File: config.mk
export PLATFORM = sky130hd
export DESIGN_NAME = invader_formation
export DESIGN_NICKNAME = d
export VERILOG_FILES = /design/src/rtl/invaders_pkg.sv /design/src/rtl/invader_formation_extent.sv /design/src/rtl/invader_formation.sv
export SDC_FILE = /design/constraint.sdc
export NUM_CORES = 1
export LEC_CHECK = 0
export CORE_UTILIZATION = 45
export DETAILED_ROUTE_END_ITERATION = 6
export PLACE_DENSITY = 0.75
export REMOVE_ABC_BUFFERS = 1
export SLEW_MARGIN = 30
export SYNTH_ARGS = -nofsm -noshare
export SYNTH_HDL_FRONTEND = slang
export SYNTH_HIERARCHICAL = 1
export SYNTH_SLANG_ARGS = --single-unit
File: constraint.sdc
create_clock -name frame_clk -period 12.4 [get_ports frame_clk]
set_clock_uncertainty 0.15 [all_clocks]
set_input_delay 3.1 -clock frame_clk [delete_from_list [all_inputs] [get_ports frame_clk]]
set_output_delay 3.1 -clock frame_clk [all_outputs]
set_load 0.03 [all_outputs]
File: src/rtl/invaders_pkg.sv
// Shared state encoding and grid geometry helpers for the invader formation.
package invaders_pkg;

  typedef enum logic [1:0] {
    ST_IDLE    = 2'd0,
    ST_MARCH   = 2'd1,
    ST_CLEARED = 2'd2,
    ST_LANDED  = 2'd3
  } form_state_t;

  localparam int SCREEN_W = 640;
  localparam int SCREEN_H = 480;

  // Cell pitch along one axis: sprite extent plus the gap to the next cell.
  function automatic int pitch(input int size, input int gap);
    return size + gap;
  endfunction

endpackage

File: src/rtl/invader_formation_extent.sv
// Combinational occupancy extents of the alive map: outermost alive columns,
// lowest alive row and whether anything is left alive.
module formation_extent
  import invaders_pkg::*;
#(
  parameter int ROWS = 5,
  parameter int COLS = 11,
  parameter int RW   = 3,
  parameter int CW   = 4
) (
  input  logic [ROWS*COLS-1:0] alive,
  output logic [CW-1:0]        lc,
  output logic [CW-1:0]        rc,
  output logic [RW-1:0]        br,
  output logic                 any_alive
);

  logic [COLS-1:0] col_any;
  logic [ROWS-1:0] row_any;

  // Fold the map into per-column and per-row occupancy.
  always_comb begin
    col_any = '0;
    row_any = '0;
    for (int r = 0; r < ROWS; r++) begin
      for (int c = 0; c < COLS; c++) begin
        col_any[c] = col_any[c] | alive[r*COLS+c];
        row_any[r] = row_any[r] | alive[r*COLS+c];
      end
    end
  end

  // Lowest/highest occupied column and highest occupied row (0 when empty).
  always_comb begin
    lc = '0;
    rc = '0;
    br = '0;
    for (int c = COLS - 1; c >= 0; c--) lc = col_any[c] ? CW'(c) : lc;
    for (int c = 0; c < COLS; c++)      rc = col_any[c] ? CW'(c) : rc;
    for (int r = 0; r < ROWS; r++)      br = row_any[r] ? RW'(r) : br;
  end

  assign any_alive = |col_any;

endmodule

File: src/rtl/invader_formation.sv
// Invader grid: marches, descends at the outermost alive column, takes hits and
// flags cleared/landed. Define INVADER_SPEEDUP_EN to shorten the step period as the grid thins.
module invader_formation
  import invaders_pkg::*;
#(
  parameter int ROWS        = 5,
  parameter int COLS        = 11,
  parameter int SPRITE_W    = 16,
  parameter int SPRITE_H    = 16,
  parameter int GAP_X       = 8,
  parameter int GAP_Y       = 8,
  parameter int STEP_X      = 2,
  parameter int STEP_Y      = 8,
  parameter int START_X     = 40,
  parameter int START_Y     = 48,
  parameter int LEFT_BOUND  = 0,
  parameter int RIGHT_BOUND = SCREEN_W - 1,
  parameter int LAND_Y      = 400,
  parameter int MOVE_DIV    = 4
) (
  input  logic                             frame_clk,
  input  logic                             Reset,
  input  logic                             start,
  input  logic                             hit_valid,
  input  logic [$clog2(ROWS)-1:0]          hit_row,
  input  logic [$clog2(COLS)-1:0]          hit_col,
  output logic [9:0]                       form_x,
  output logic [9:0]                       form_y,
  output logic [ROWS*COLS-1:0]             alive,
  output logic [$clog2(ROWS*COLS+1)-1:0]   alive_count,
  output logic                             direction,
  output logic                             cleared,
  output logic                             landed
);

  localparam int N    = ROWS * COLS;
  localparam int RW   = $clog2(ROWS);
  localparam int CW   = $clog2(COLS);
  localparam int CNTW = $clog2(N + 1);
  localparam int TW   = (MOVE_DIV > 1) ? $clog2(MOVE_DIV) : 1;
  localparam int PX   = pitch(SPRITE_W, GAP_X);
  localparam int PY   = pitch(SPRITE_H, GAP_Y);
  localparam logic [10:0] RB      = 11'(RIGHT_BOUND);
  localparam logic [10:0] LB_STEP = 11'(LEFT_BOUND + STEP_X);
  localparam logic [10:0] STEP11  = 11'(STEP_X);
  localparam logic [10:0] LAND_B  = 11'(LAND_Y);

  form_state_t       state, state_nxt;
  logic [9:0]        x_nxt, y_nxt;
  logic [N-1:0]      alive_nxt, hit_mask;
  logic [CNTW-1:0]   count_nxt;
  logic              dir_nxt, cleared_nxt, landed_nxt;
  logic [TW-1:0]     tick, tick_nxt;
  logic [TW:0]       period, period_next;
  logic              descended, desc_nxt, fire;
  logic [CW-1:0]     lc, rc;
  logic [RW-1:0]     br;
  logic              any_alive;
  logic [10:0]       left_edge, right_edge, bottom;

  formation_extent #(.ROWS(ROWS), .COLS(COLS), .RW(RW), .CW(CW)) u_extent (
    .alive     (alive),
    .lc        (lc),
    .rc        (rc),
    .br        (br),
    .any_alive (any_alive)
  );

  // Edges are widened to 11 bits so that the bound comparisons never wrap.
  assign left_edge  = {1'b0, form_x} + 11'(lc) * 11'(PX);
  assign right_edge = {1'b0, form_x} + 11'(rc) * 11'(PX) + 11'(SPRITE_W - 1);
  assign bottom     = {1'b0, form_y} + 11'(br) * 11'(PY) + 11'(SPRITE_H - 1);

`ifdef INVADER_SPEEDUP_EN
  function automatic logic [TW:0] period_of(input logic [CNTW-1:0] cnt);
    if (int'(cnt) > N / 2)      return (TW+1)'(MOVE_DIV);
    else if (int'(cnt) > N / 4) return (TW+1)'((MOVE_DIV / 2 > 1) ? MOVE_DIV / 2 : 1);
    else if (int'(cnt) > 1)     return (TW+1)'((MOVE_DIV / 4 > 1) ? MOVE_DIV / 4 : 1);
    else                        return (TW+1)'(1);
  endfunction
  assign period      = period_of(alive_count);
  assign period_next = period_of(count_nxt);
`else
  assign period      = (TW+1)'(MOVE_DIV);
  assign period_next = period;
`endif

  assign fire = ({1'b0, tick} == period - (TW+1)'(1));

  // One-hot decode of the hit coordinates; out-of-range indices decode to nothing.
  always_comb begin
    hit_mask = '0;
    for (int r = 0; r < ROWS; r++) begin
      for (int c = 0; c < COLS; c++) begin
        hit_mask[r*COLS+c] = hit_valid && (hit_row == RW'(r)) && (hit_col == CW'(c));
      end
    end
  end

  // Next-state: start/init, hits, clear/land detection and the march step.
  always_comb begin
    state_nxt   = state;
    x_nxt       = form_x;
    y_nxt       = form_y;
    alive_nxt   = alive;
    count_nxt   = alive_count;
    dir_nxt     = direction;
    cleared_nxt = cleared;
    landed_nxt  = landed;
    desc_nxt    = 1'b0;
    case (state)
      ST_MARCH: begin
        if (|(hit_mask & alive)) begin
          alive_nxt = alive & ~hit_mask;
          count_nxt = alive_count - CNTW'(1);
        end else begin
          alive_nxt = alive;
        end
        // Steps use the extents of the map as registered, i.e. before this cycle's hit.
        if (alive_count == '0) begin
          state_nxt   = ST_CLEARED;
          cleared_nxt = 1'b1;
        end else if (descended && bottom >= LAND_B) begin
          state_nxt  = ST_LANDED;
          landed_nxt = 1'b1;
        end else if (fire && any_alive) begin
          if (direction) begin
            if (right_edge + STEP11 > RB) begin
              y_nxt    = form_y + 10'(STEP_Y);
              dir_nxt  = 1'b0;
              desc_nxt = 1'b1;
            end else begin
              x_nxt = form_x + 10'(STEP_X);
            end
          end else begin
            if (left_edge < LB_STEP) begin
              y_nxt    = form_y + 10'(STEP_Y);
              dir_nxt  = 1'b1;
              desc_nxt = 1'b1;
            end else begin
              x_nxt = form_x - 10'(STEP_X);
            end
          end
        end else begin
          state_nxt = ST_MARCH;
        end
      end
      ST_IDLE, ST_CLEARED, ST_LANDED: begin
        if (start) begin
          state_nxt   = ST_MARCH;
          x_nxt       = 10'(START_X);
          y_nxt       = 10'(START_Y);
          alive_nxt   = '1;
          count_nxt   = CNTW'(N);
          dir_nxt     = 1'b1;
          cleared_nxt = 1'b0;
          landed_nxt  = 1'b0;
        end else begin
          state_nxt = state;
        end
      end
      default: state_nxt = ST_IDLE;
    endcase
  end

  // Tick counter: wraps on a step and restarts whenever the march period changes.
  always_comb begin
    if (state == ST_MARCH) begin
      tick_nxt = (fire || (period_next != period)) ? '0 : tick + TW'(1);
    end else begin
      tick_nxt = '0;
    end
  end

  // State and output registers.
  always_ff @(posedge frame_clk) begin
    if (Reset) begin
      state       <= ST_IDLE;
      form_x      <= 10'(START_X);
      form_y      <= 10'(START_Y);
      alive       <= '0;
      alive_count <= '0;
      direction   <= 1'b1;
      cleared     <= 1'b0;
      landed      <= 1'b0;
      tick        <= '0;
      descended   <= 1'b0;
    end else begin
      state       <= state_nxt;
      form_x      <= x_nxt;
      form_y      <= y_nxt;
      alive       <= alive_nxt;
      alive_count <= count_nxt;
      direction   <= dir_nxt;
      cleared     <= cleared_nxt;
      landed      <= landed_nxt;
      tick        <= tick_nxt;
      descended   <= desc_nxt;
    end
  end

endmodule

==> impl_results.md, run 1 <==
- Run status: complete, no violations
- Number of synthesized flops with an enable pin: 0
- CTS clk-pin slew, worst paths: about 0.060 ns
- Final Setup Violations: 0
- DP HPWL: ~13000 um
- # diodes: 0
- Clock sinks: 85
- Standby leakage power: 2.74 nW
- Crit path buf inv count: 1
- Critical path's slowest cell: clkdlybuf4s50_1
- Multi-input gate area: 3890 um2
- Part of the power in registers: 0.397
- Residual DRC: 0
- Synth Cell Area: 5910 um2
- FF+latch area: 1700 um2
- # rows: around 40
- Cells along the critical path: clkdlybuf4s50_1, or2b_2, nor2_2, a311oi_1, nand4_2, nor4_4, nand2b_1, nor2_4, a211oi_1
- Slowest cell delay on critical path: about 1.1 ns
- Comb pwr share: 0.284
- Worst EP required: about 12 ns
- Total Neg Setup Slack: 0 ns
- Final Hold Vio Count: 0
- Syn avg cell area: ~8.5 um2
- Pwr dens: roughly 120 nW/um2
- Clock power frac: 0.319
- Seq/Total Area, Yosys: 0.288
- RSZ-0062 raised after global routing: false
- Port Buf Inserts: 90
- Post-synthesis async set-or-reset flop share: 0
- WS Path Type: input port to flop
- Peak Freq: ~0.15 GHz
- Layout cell share with drive strength beyond 1: 0.0920
- RePlAce Congestion: slightly above 0.9
- Mapped Cells: 698
- Post-synth top flop: dfxtp_1
- Initial antenna violation count: 0
- Sw Share: 0.357
- Area Growth Syn to Fin: 20.6%
- Hold WS: approximately 0.28 ns
- Drt first pass iters: 5
- Vias post-DR: slightly below 6000
- Crit path capture type: flop
- Wirelength per Cell: 19.1 um
- CTS Hold Bufs: 0
- Final total power: between 0.8 and 0.9 mW
- FF+latch count, synth: 85
- Final core utilization: 0.560
- CTS Root Cell: clkbuf_16
- # Post-CTS Setup Buffers: 0
- Initial Util: 0.465
- Crit-path leading delay family: simple AND/OR/NAND/NOR gates
- Initial drt markers: roughly 630
- Pins Over Slew Limit: 0
- Die area: between 10000 and 15000 um2
- Total internal power: around 0.53 mW
- CTS max path bufs: 2
- # nets final: 832
- Unique masters post-synth: 77
- Core area: approximately 13000 um2
- Die width: about 120 um
- Max_cap viols: 0
- Synthesis Warnings: 6
- Via density: 6.13
- Worst setup SP type: input port
- Largest net degree at the start of global routing: 59
- Psw: approximately 0.30 mW
- Vias in the first global route: around 5500
- Total gr overflow: 0
- Post-route non-filler standard cell count: between 900 and 1000
- First-pass GRT wire length: roughly 29000 um
- Top Ports: 95
- Max FO, Critical Path: 23
- Fin crit period: 6.63 ns
- CTS tree: built
- Fillers: ~1200
- H-Tree Depth: 3
- Hold crit path type: flop to flop
- Slew @ Worst Pin: just over 0.9 ns
- CP arrival: 6.69 ns
- VDD IR max: ~0.000086 V
- Period utilization: 0.535
- Dpl cells: roughly 930
- Clk_lat worst skew: around 0.36 ns
- Drt total wl: around 18000 um
- Global Route Usage Sum: 0.278
- CTS resizes: 0
- Total CTS buffers: 9
- Die Height: around 120 um
- Max-slew headroom: 0.384
- Routed Antenna Nets: 0
[registers in the layout (all words and copies together), names as in the netlist, 2 cells and up]
| signal | cells |
|---|---|
| tick | 2 |
| alive_count | 6 |
| state | 2 |
| alive | 55 |
| form_y | 7 |
| form_x | 9 |
[power groups by stage]
stage	clock, mW	combinational [mW]	sequential, mW
2_1_floorplan	0	0.114	0.358
3_3_place_gp	0	0.225	0.334
3_5_place_dp	0	0.232	0.333
4_1_cts	0.269	0.234	0.328
5_1_grt	0.281	0.253	0.331
6_report	0.264	0.235	0.329
[routing by layer]
metal,track usage,part of all wire,vias up
met1,0.351,0.41,2706
met5,0,0,-
met2,0.449,0.46,322
met3,0.0659,0.089,66
met4,0.128,0.041,0
li1,-,-,2692
[cell families after synthesis]
kind of cell             count (synthesis)  share of synthesized area
buffers and inverters                   69                     0.0574
multiplexers                            12                     0.0218
AO/OA/AOI/OAI                          160                      0.202
AND/OR/NAND/NOR                        295                      0.276
XOR/XNOR                                22                     0.0326
adder cells (fa/ha/maj)                 54                      0.122
flip-flops                              85                      0.288
other                                    1                   0.000634
[stage by stage]
stage	setup WS (ns)	instance area, um2
final	5.77	7130
after global routing	5.66	7130
after CTS	5.91	7120
after detailed placement	5.53	6830
after global placement	5.49	6840
after floorplan	7.00	5700
[cells in the mapped netlist, types with 4 or more instances]
cell type / instances / area share
or4_1: 8 / 0.010
inv_1: 30 / 0.019
nor4_1: 14 / 0.015
nor2_4: 5 / 0.0095
ha_1: 48 / 0.10
nor4b_1: 4 / 0.0059
nor3_1: 35 / 0.030
buf_6: 5 / 0.0095
mux2i_1: 8 / 0.014
dfxtp_1: 85 / 0.29
nand2b_1: 10 / 0.011
or3b_2: 5 / 0.0074
a22o_1: 4 / 0.0059
fa_1: 6 / 0.020
buf_2: 4 / 0.0034
o21ai_0: 18 / 0.015
a211oi_2: 12 / 0.025
a211oi_1: 45 / 0.057
nand2_1: 28 / 0.018
xnor2_1: 13 / 0.019
clkbuf_1: 20 / 0.013
nor2_1: 107 / 0.068
nand3_1: 19 / 0.016
and3b_1: 4 / 0.0059
nor2b_1: 5 / 0.0053
a31oi_1: 9 / 0.0095
nand3b_1: 10 / 0.013
xor2_1: 9 / 0.013
or3_1: 7 / 0.0074
a22oi_1: 6 / 0.0076
buf_4: 10 / 0.013
a21oi_1: 32 / 0.027
a21o_1: 8 / 0.010
nor3b_1: 5 / 0.0063
[layout make-up]
type	instances	area share
Clock buffer	10	0.0335
Inverter	30	0.0158
Tap cell	172	0.0302
Multi-Input combinational cell	548	0.546
Timing Repair Buffer	93	0.128
Clock inverter	6	0.00720
Sequential cell	85	0.239
[placed cells by master (no fill, tap or decap), types with 4 or more instances in the layout]
| master | count |
|---|---|
| and3b_1 | 4 |
| o21ai_0 | 18 |
| a22o_1 | 4 |
| nand3b_1 | 10 |
| nor3b_1 | 5 |
| nor4_1 | 14 |
| or3b_2 | 5 |
| nor3_1 | 35 |
| nand2_1 | 28 |
| or4_1 | 8 |
| dfxtp_1 | 85 |
| nor2_4 | 5 |
| a21o_1 | 8 |
| a22oi_1 | 6 |
| nor2_1 | 107 |
| xor2_1 | 9 |
| mux2i_1 | 8 |
| fa_1 | 6 |
| a31oi_1 | 9 |
| clkbuf_16 | 9 |
| nor2b_1 | 5 |
| inv_1 | 30 |
| a21oi_1 | 32 |
| ha_1 | 48 |
| nand3_1 | 19 |
| conb_1 | 5 |
| a211oi_1 | 45 |
| a211oi_2 | 12 |
| xnor2_1 | 13 |
| or3_1 | 7 |
| clkdlybuf4s50_1 | 88 |
| nand2b_1 | 10 |
[final timing paths]
path | start | endpoint | slack [ns] | depth (start not counted)
worst max-delay path | hit_col[2] | alive[9] | 5.77 | 9
worst min-delay path | tick[0] | tick[0] | 0.28 | 1
worst max register to register | alive[27] | form_x[3] | 6.91 | 16
worst min register to register | tick[0] | tick[0] | 0.28 | 1
No activity file was read; power rests on OpenSTA's default activity.
==> inputs of run 2 (changes only) <==
==> constraint.sdc (replaced) <==
create_clock -name frame_clk -period 6.7 [get_ports frame_clk]
set_clock_uncertainty 0.15 [all_clocks]
set_input_delay 1.675 -clock frame_clk [delete_from_list [all_inputs] [get_ports frame_clk]]
set_output_delay 1.675 -clock frame_clk [all_outputs]
set_load 0.03 [all_outputs]
==> run 2 against run 1 <==
Net effect: final area increased by 0.86%; register-to-register slack worse by 5.8 ns; sequential cell count unchanged.
==> impl_results.md, run 2 (same netlist as run 1, synthesis figures left out) <==
- Clk_lat worst skew: 0.36 ns (about the same)
- Wirelength per Cell: 19.4 um (was 19.1 um)
- Pwr dens: 223 nW/um2 (was 116 nW/um2)
- Hold crit path type: flop to flop (unchanged)
- Crit path buf inv count: 1 (unchanged)
- Period utilization: 0.830
- Top flop regs: alive (55), form_x (9), form_y (7) (unchanged)
- Worst setup SP type: flop (was input port)
- Initial antenna violation count: 0 (unchanged)
- Reg2Reg Depth: 16 (unchanged)
- Max FO, Critical Path: 14 (was 23)
- CTS clk-pin slew, worst paths: 0.07 ns (was 0.06 ns)
- Port Buf Inserts: 90 (unchanged)
- DP HPWL: 13400 um (was 13300 um)
- CP arrival: 5.61 ns (was 6.69 ns)
- Max_cap viols: 0 (unchanged)
- CP Capture Point: form_x[5] (was alive[9])
- CTS tree: built (unchanged)
- Crit path from: alive[24] (was hit_col[2])
- Drt first pass iters: 7 (was 5)
- First-pass GRT wire length: 28900 um (was 28800 um)
- Die width: 117 um (unchanged)
- Largest net degree at the start of global routing: 59 (unchanged)
- Psw: 0.551 mW (was 0.296 mW)
- Placed Area: 6850 um2 (was 6830 um2)
- # Post-CTS Setup Buffers: 0 (unchanged)
- End of the worst register-to-register path: form_x[5] (was form_x[3])
- CTS max path bufs: 2 (unchanged)
- Final Setup Violations: 0 (unchanged)
- Core area: 12700 um2 (unchanged)
- RSZ-0062 raised after global routing: false (unchanged)
- Crit-path leading delay family: compound AO/OA/AOI/OAI gates (was simple AND/OR/NAND/NOR gates)
- Clock power frac: 0.350 (was 0.319)
- Via density: 6.03 (was 6.13)
- Die Height: 117 um (unchanged)
- Largest Register: alive (unchanged)
- Residual DRC: 0 (unchanged)
- Peak Freq: roughly 0.18 GHz
- Part of the power in registers: 0.379 (was 0.397)
- Initial drt markers: 553 (was 629)
- # rows: 41 (unchanged)
- Slowest cell delay on critical path: 0.66 ns (was 1.05 ns)
- Slew @ Worst Pin: 0.914 ns (was 0.916 ns)
- Worst R2R Start: alive[24] (was alive[27])
- Initial Util: 0.465 (unchanged)
- Comb pwr share: 0.271 (was 0.284)
- Layout cell share with drive strength beyond 1: 0.0930 (was 0.0920)
- Total CTS buffers: 9 (unchanged)
- Worst R2R Setup Slack: 1.14 ns (was 6.91 ns)
- Pins Over Slew Limit: 0 (unchanged)
- Routed Antenna Nets: 0 (unchanged)
- Total gr overflow: 0 (unchanged)
- Global Route Usage Sum: 0.277 (was 0.278)
- Critical path's slowest cell: nor2_1 (was clkdlybuf4s50_1)
- Die area: 13600 um2 (unchanged)
- Standby leakage power: 2.77 nW (was 2.74 nW)
- CP Depth: 16 (was 9)
- Worst EP required: 6.75 ns (was 12.45 ns)
- Clock sinks: 85 (unchanged)
- WS Path Type: flop to flop (was input port to flop)
- Vias post-DR: 5705 (was 5786)
- CTS Hold Bufs: 0 (unchanged)
- Drt total wl: 18400 um (was 18100 um)
- CTS Root Cell: clkbuf_16 (unchanged)
- Final instance area: 7190 um2 (was 7130 um2)
- Area Growth Syn to Fin: 21.6% (was 20.6%)
- Total Neg Setup Slack: 0 ns (unchanged)
- Sw Share: 0.344 (was 0.357)
- Fin crit period: 5.56 ns
- Cells along the critical path: or4_4, o311ai_0, nand2_1, a31oi_1, ha_1, fa_1, ha_1, ha_1, a21o_1, a21oi_1, mux2i_1, a21oi_1, nor2_1, inv_1, a21oi_1, a22oi_1 (was clkdlybuf4s50_1, or2b_2, nor2_2, a311oi_1, nand4_2, nor4_4, nand2b_1, nor2_4, a211oi_1)
- Final Hold Vio Count: 0 (unchanged)
- Run status: complete, no violations (unchanged)
- Vias in the first global route: 5532 (was 5533)
- VDD IR max: 0.000168 V (was 0.0000858 V)
- Largest register FFs: 55 (unchanged)
- Total internal power: 1.05 mW (was 0.532 mW)
- Max-slew headroom: 0.386 (was 0.384)
- # nets final: 834 (was 832)
- Final core utilization: 0.565 (was 0.560)
- Commonest non-fill, non-tap cell in the layout: nor2_1 (unchanged)
- # diodes: 0 (unchanged)
- Crit path capture type: flop (unchanged)
- Final total power: 1.60 mW (was 0.828 mW)
- H-Tree Depth: 3 (unchanged)
- Most frequent cells in the layout: nor2_1, clkdlybuf4s50_1, dfxtp_1 (unchanged)
- Top Ports: 95 (unchanged)
- RePlAce Congestion: 0.944 (was 0.913)
- CTS resizes: 0 (unchanged)
run 2: changes by cell type in the layout (fill, tap and decap cells not counted), sizes merged:
cell,change
inv,-1
buf,+1
bufinv,+2
clkbuf,-1
clkdlybuf4s50,+1
run 2: cell type report:
class / count / area [um2]
tap: 172 / 215
clock inverter: 7 / 106
clock buffer: 9 / 225
sequential: 85 / 1700
inverter: 30 / 113
timing repair buffer: 95 / 933
multi-input combinational: 548 / 3890
fill: 1161 / 5530
run 2: metal layers:
layer	global-route usage	vias up	wire, um
met3	0.0607	53	1280
met5	0	-	0
li1	-	2699	-
met1	0.343	2707	7770
met4	0.132	0	700
met2	0.458	246	8630
run 2: how the worst min path moves through the flow:
stage	start	endpoint	cells past startpoint
4_1_cts	tick[0]	tick[0]	1
5_1_grt	tick[0]	tick[0]	1
2_1_floorplan	tick[0]	tick[0]	1
3_3_place_gp	tick[0]	tick[0]	1
6_report	tick[0]	tick[0]	1
3_5_place_dp	tick[0]	tick[0]	1
run 2: power by group through the flow:
stage                     clock (mW)  sequential [mW]  combinational (mW)
after floorplan                    0            0.663               0.211
after global placement             0            0.616               0.420
after detailed placement           0            0.615               0.430
after CTS                      0.566            0.605               0.434
after global routing           0.589            0.610               0.468
final                          0.561            0.607               0.434
run 2: metrics by stage:
stage	instances	hold WS, ns	setup WS [ns]
detailed placement	930	0.274	1.29
CTS	946	0.284	1.22
floorplan	663	0.254	1.85
finish	946	0.288	1.14
global placement	930	0.265	1.33
global route	946	0.319	0.841
==> inputs of run 3 (changes only) <==
--- a/config.mk
+++ b/config.mk
@@ -7,7 +7,7 @@
 export LEC_CHECK = 0
 export CORE_UTILIZATION = 45
 export DETAILED_ROUTE_END_ITERATION = 6
-export PLACE_DENSITY = 0.75
+export PLACE_DENSITY = 0.78
 export REMOVE_ABC_BUFFERS = 1
 export SLEW_MARGIN = 30
 export SYNTH_ARGS = -nofsm -noshare
==> constraint.sdc (replaced) <==
create_clock -name frame_clk -period 4.88 [get_ports frame_clk]
set_clock_uncertainty 0.15 [all_clocks]
set_input_delay 1.22 -clock frame_clk [delete_from_list [all_inputs] [get_ports frame_clk]]
set_output_delay 1.22 -clock frame_clk [all_outputs]
set_load 0.03 [all_outputs]
==> run 3 against run 2 <==
Net effect: core utilization rose by 2.1 points; final area rose by 3.7%; critical endpoint is now form_y[8]; register-to-register slack got worse by 0.93 ns; worst hold slack improved by 0.0090 ns; largest power group unchanged; critical path type unchanged; highest routed layer unchanged.
==> impl_results.md, run 3 (same netlist as run 1, synthesis figures left out) <==
- Initial Util: 0.465 (unchanged)
- Routed Antenna Nets: 0 (unchanged)
- Initial drt markers: 473 (was 553)
- Final Setup Violations: 0 (unchanged)
- Max FO, Critical Path: 14 (unchanged)
- Most frequent cells in the layout: nor2_1, clkdlybuf4s50_1, dfxtp_1 (unchanged)
- Port Buf Inserts: 90 (unchanged)
- Final Hold Vio Count: 0 (unchanged)
- Standby leakage power: 2.94 nW (was 2.77 nW)
- Wirelength per Cell: 18.6 um (was 19.4 um)
- CTS tree: built (unchanged)
- Clk_lat worst skew: 0.35 ns (was 0.36 ns)
- Fillers: 1156 (was 1161)
- Hold crit path type: flop to flop (unchanged)
- DP HPWL: 13200 um (was 13400 um)
- Final core utilization: 0.586 (was 0.565)
- WS Path Type: flop to flop (unchanged)
- Layout cell share with drive strength beyond 1: 0.142 (was 0.0930)
- Drt first pass iters: 5 (was 7)
- Pins Over Slew Limit: 0 (unchanged)
- Multi-input gate area: 3910 um2 (was 3890 um2)
- Total gr overflow: 0 (unchanged)
- Residual DRC: 0 (unchanged)
- Slew @ Worst Pin: 0.887 ns (was 0.914 ns)
- Hold WS: 0.297 ns (was 0.288 ns)
- CTS max path bufs: 2 (unchanged)
- CP arrival: 4.78 ns (was 5.61 ns)
- # diodes: 0 (unchanged)
- Period utilization: 0.956 (was 0.830)
- Drt total wl: 18200 um (was 18400 um)
- Largest Register: alive (unchanged)
- FF+latch area: 1700 um2 (unchanged)
- Area Growth Syn to Fin: 26.1% (was 21.6%)
- Clock sinks: 85 (unchanged)
- Final worst setup slack: 0.214 ns (was 1.14 ns)
- CTS resizes: 0 (unchanged)
- Run status: complete, no violations (unchanged)
- Dpl cells: 967 (was 930)
- Die area: 13600 um2 (unchanged)
- Die width: 117 um (unchanged)
- Final total power: 2.15 mW (was 1.60 mW)
- Peak Freq: 0.214 GHz (was 0.180 GHz)
- # nets final: 871 (was 834)
- CTS clk-pin slew, worst paths: 0.07 ns (about the same)
- Critical path's slowest cell: or4_4 (was nor2_1)
- # Post-CTS Setup Buffers: 0 (unchanged)
- Max_cap viols: 0 (unchanged)
- Placement Setup Slack: 0.129 ns (was 1.29 ns)
- Commonest non-fill, non-tap cell in the layout: nor2_1 (unchanged)
- Slowest cell delay on critical path: 0.59 ns (was 0.66 ns)
- Pwr dens: 289 nW/um2 (was 223 nW/um2)
- Worst setup SP type: flop (unchanged)
- Core area: 12700 um2 (unchanged)
- Crit path capture type: flop (unchanged)
- First-pass GRT wire length: 28700 um (was 28900 um)
- RePlAce Congestion: 0.995 (was 0.944)
- CTS Hold Bufs: 0 (unchanged)
- Vias post-DR: 5793 (was 5705)
- Most frequent CP cell: ha_1
- # rows: 41 (unchanged)
- Die Height: 117 um (unchanged)
- H-Tree Depth: 3 (unchanged)
- Post-route non-filler standard cell count: 983 (was 946)
- Via density: 5.89 (was 6.03)
- Vias in the first global route: 5507 (was 5532)
- VDD IR max: 0.000208 V (was 0.000168 V)
- Cells along the critical path: or4_4, o311ai_1, nand2_1, a31oi_1, ha_1, fa_1, ha_1, ha_1, a21o_1, a21oi_1, mux2i_1, a21oi_2, nor2_2, buf_12, nand4_1, or3_1, a21oi_1 (was or4_4, o311ai_0, nand2_1, a31oi_1, ha_1, fa_1, ha_1, ha_1, a21o_1, a21oi_1, mux2i_1, a21oi_1, nor2_1, inv_1, a21oi_1, a22oi_1)
- Total CTS buffers: 9 (unchanged)
- Largest register FFs: 55 (unchanged)
- Top Ports: 95 (unchanged)
- Top flop regs: alive (55), form_x (9), form_y (7) (unchanged)
- Largest net degree at the start of global routing: 42 (was 59)
- CTS Root Cell: clkbuf_16 (unchanged)
- Global Route Usage Sum: 0.274 (was 0.277)
- Initial antenna violation count: 0 (unchanged)
- Max-slew headroom: 0.407 (was 0.386)
- Worst EP required: 5.00 ns (was 6.75 ns)
- Fin crit period: 4.67 ns (was 5.56 ns)
-- run 3: where the power goes --
part | total, mW | internal [mW] | switching [mW]
sequential | 0.813 | 0.746 | 0.0666
clock | 0.684 | 0.369 | 0.315
combinational | 0.657 | 0.271 | 0.385
total | 2.15 | 1.39 | 0.767
-- run 3: per-stage QoR --
| stage | setup TNS, ns | instance area [um2] |
|---|---|---|
| after global placement | 0 | 7140 |
| after detailed placement | 0 | 7140 |
| after CTS | 0 | 7430 |
| after global routing | -0.0334 | 7460 |
| after floorplan | 0 | 5700 |
| final | 0 | 7460 |
-- run 3: worst paths after layout --
path | to | cells after the start | startpoint | slack [ns]
setup / recovery | form_y[8] | 17 | alive[24] | 0.21
hold reg to reg | tick[0] | 1 | tick[0] | 0.30
setup reg to reg | form_y[8] | 17 | alive[24] | 0.21
hold / removal | tick[0] | 1 | tick[0] | 0.30
-- run 3: worst max-delay path: cells and delay by family (launching register included) --
family                     cells  cell delay (ns)
adders and majority gates      4             1.20
muxes                          1             0.27
buffers and inverters          1             0.14
AOI/OAI and AO/OA              6             1.15
and+or+nand+nor                5             1.32
DFF                            1             0.35
-- run 3: cell type report --
cell class	count	area share
Timing Repair Buffer	132	0.164
Inverter	30	0.0151
Sequential cell	85	0.228
Clock inverter	6	0.00688
Tap cell	172	0.0289
Clock buffer	10	0.0321
Multi-Input combinational cell	548	0.525
-- run 3: routing by layer --
metal | routed length, um | vias to the layer above | GRT usage
li1 | - | 2758 | -
met3 | 1310 | 53 | 0.0498
met1 | 7800 | 2737 | 0.352
met4 | 652 | 0 | 0.110
met5 | 0 | - | 0
met2 | 8480 | 245 | 0.452
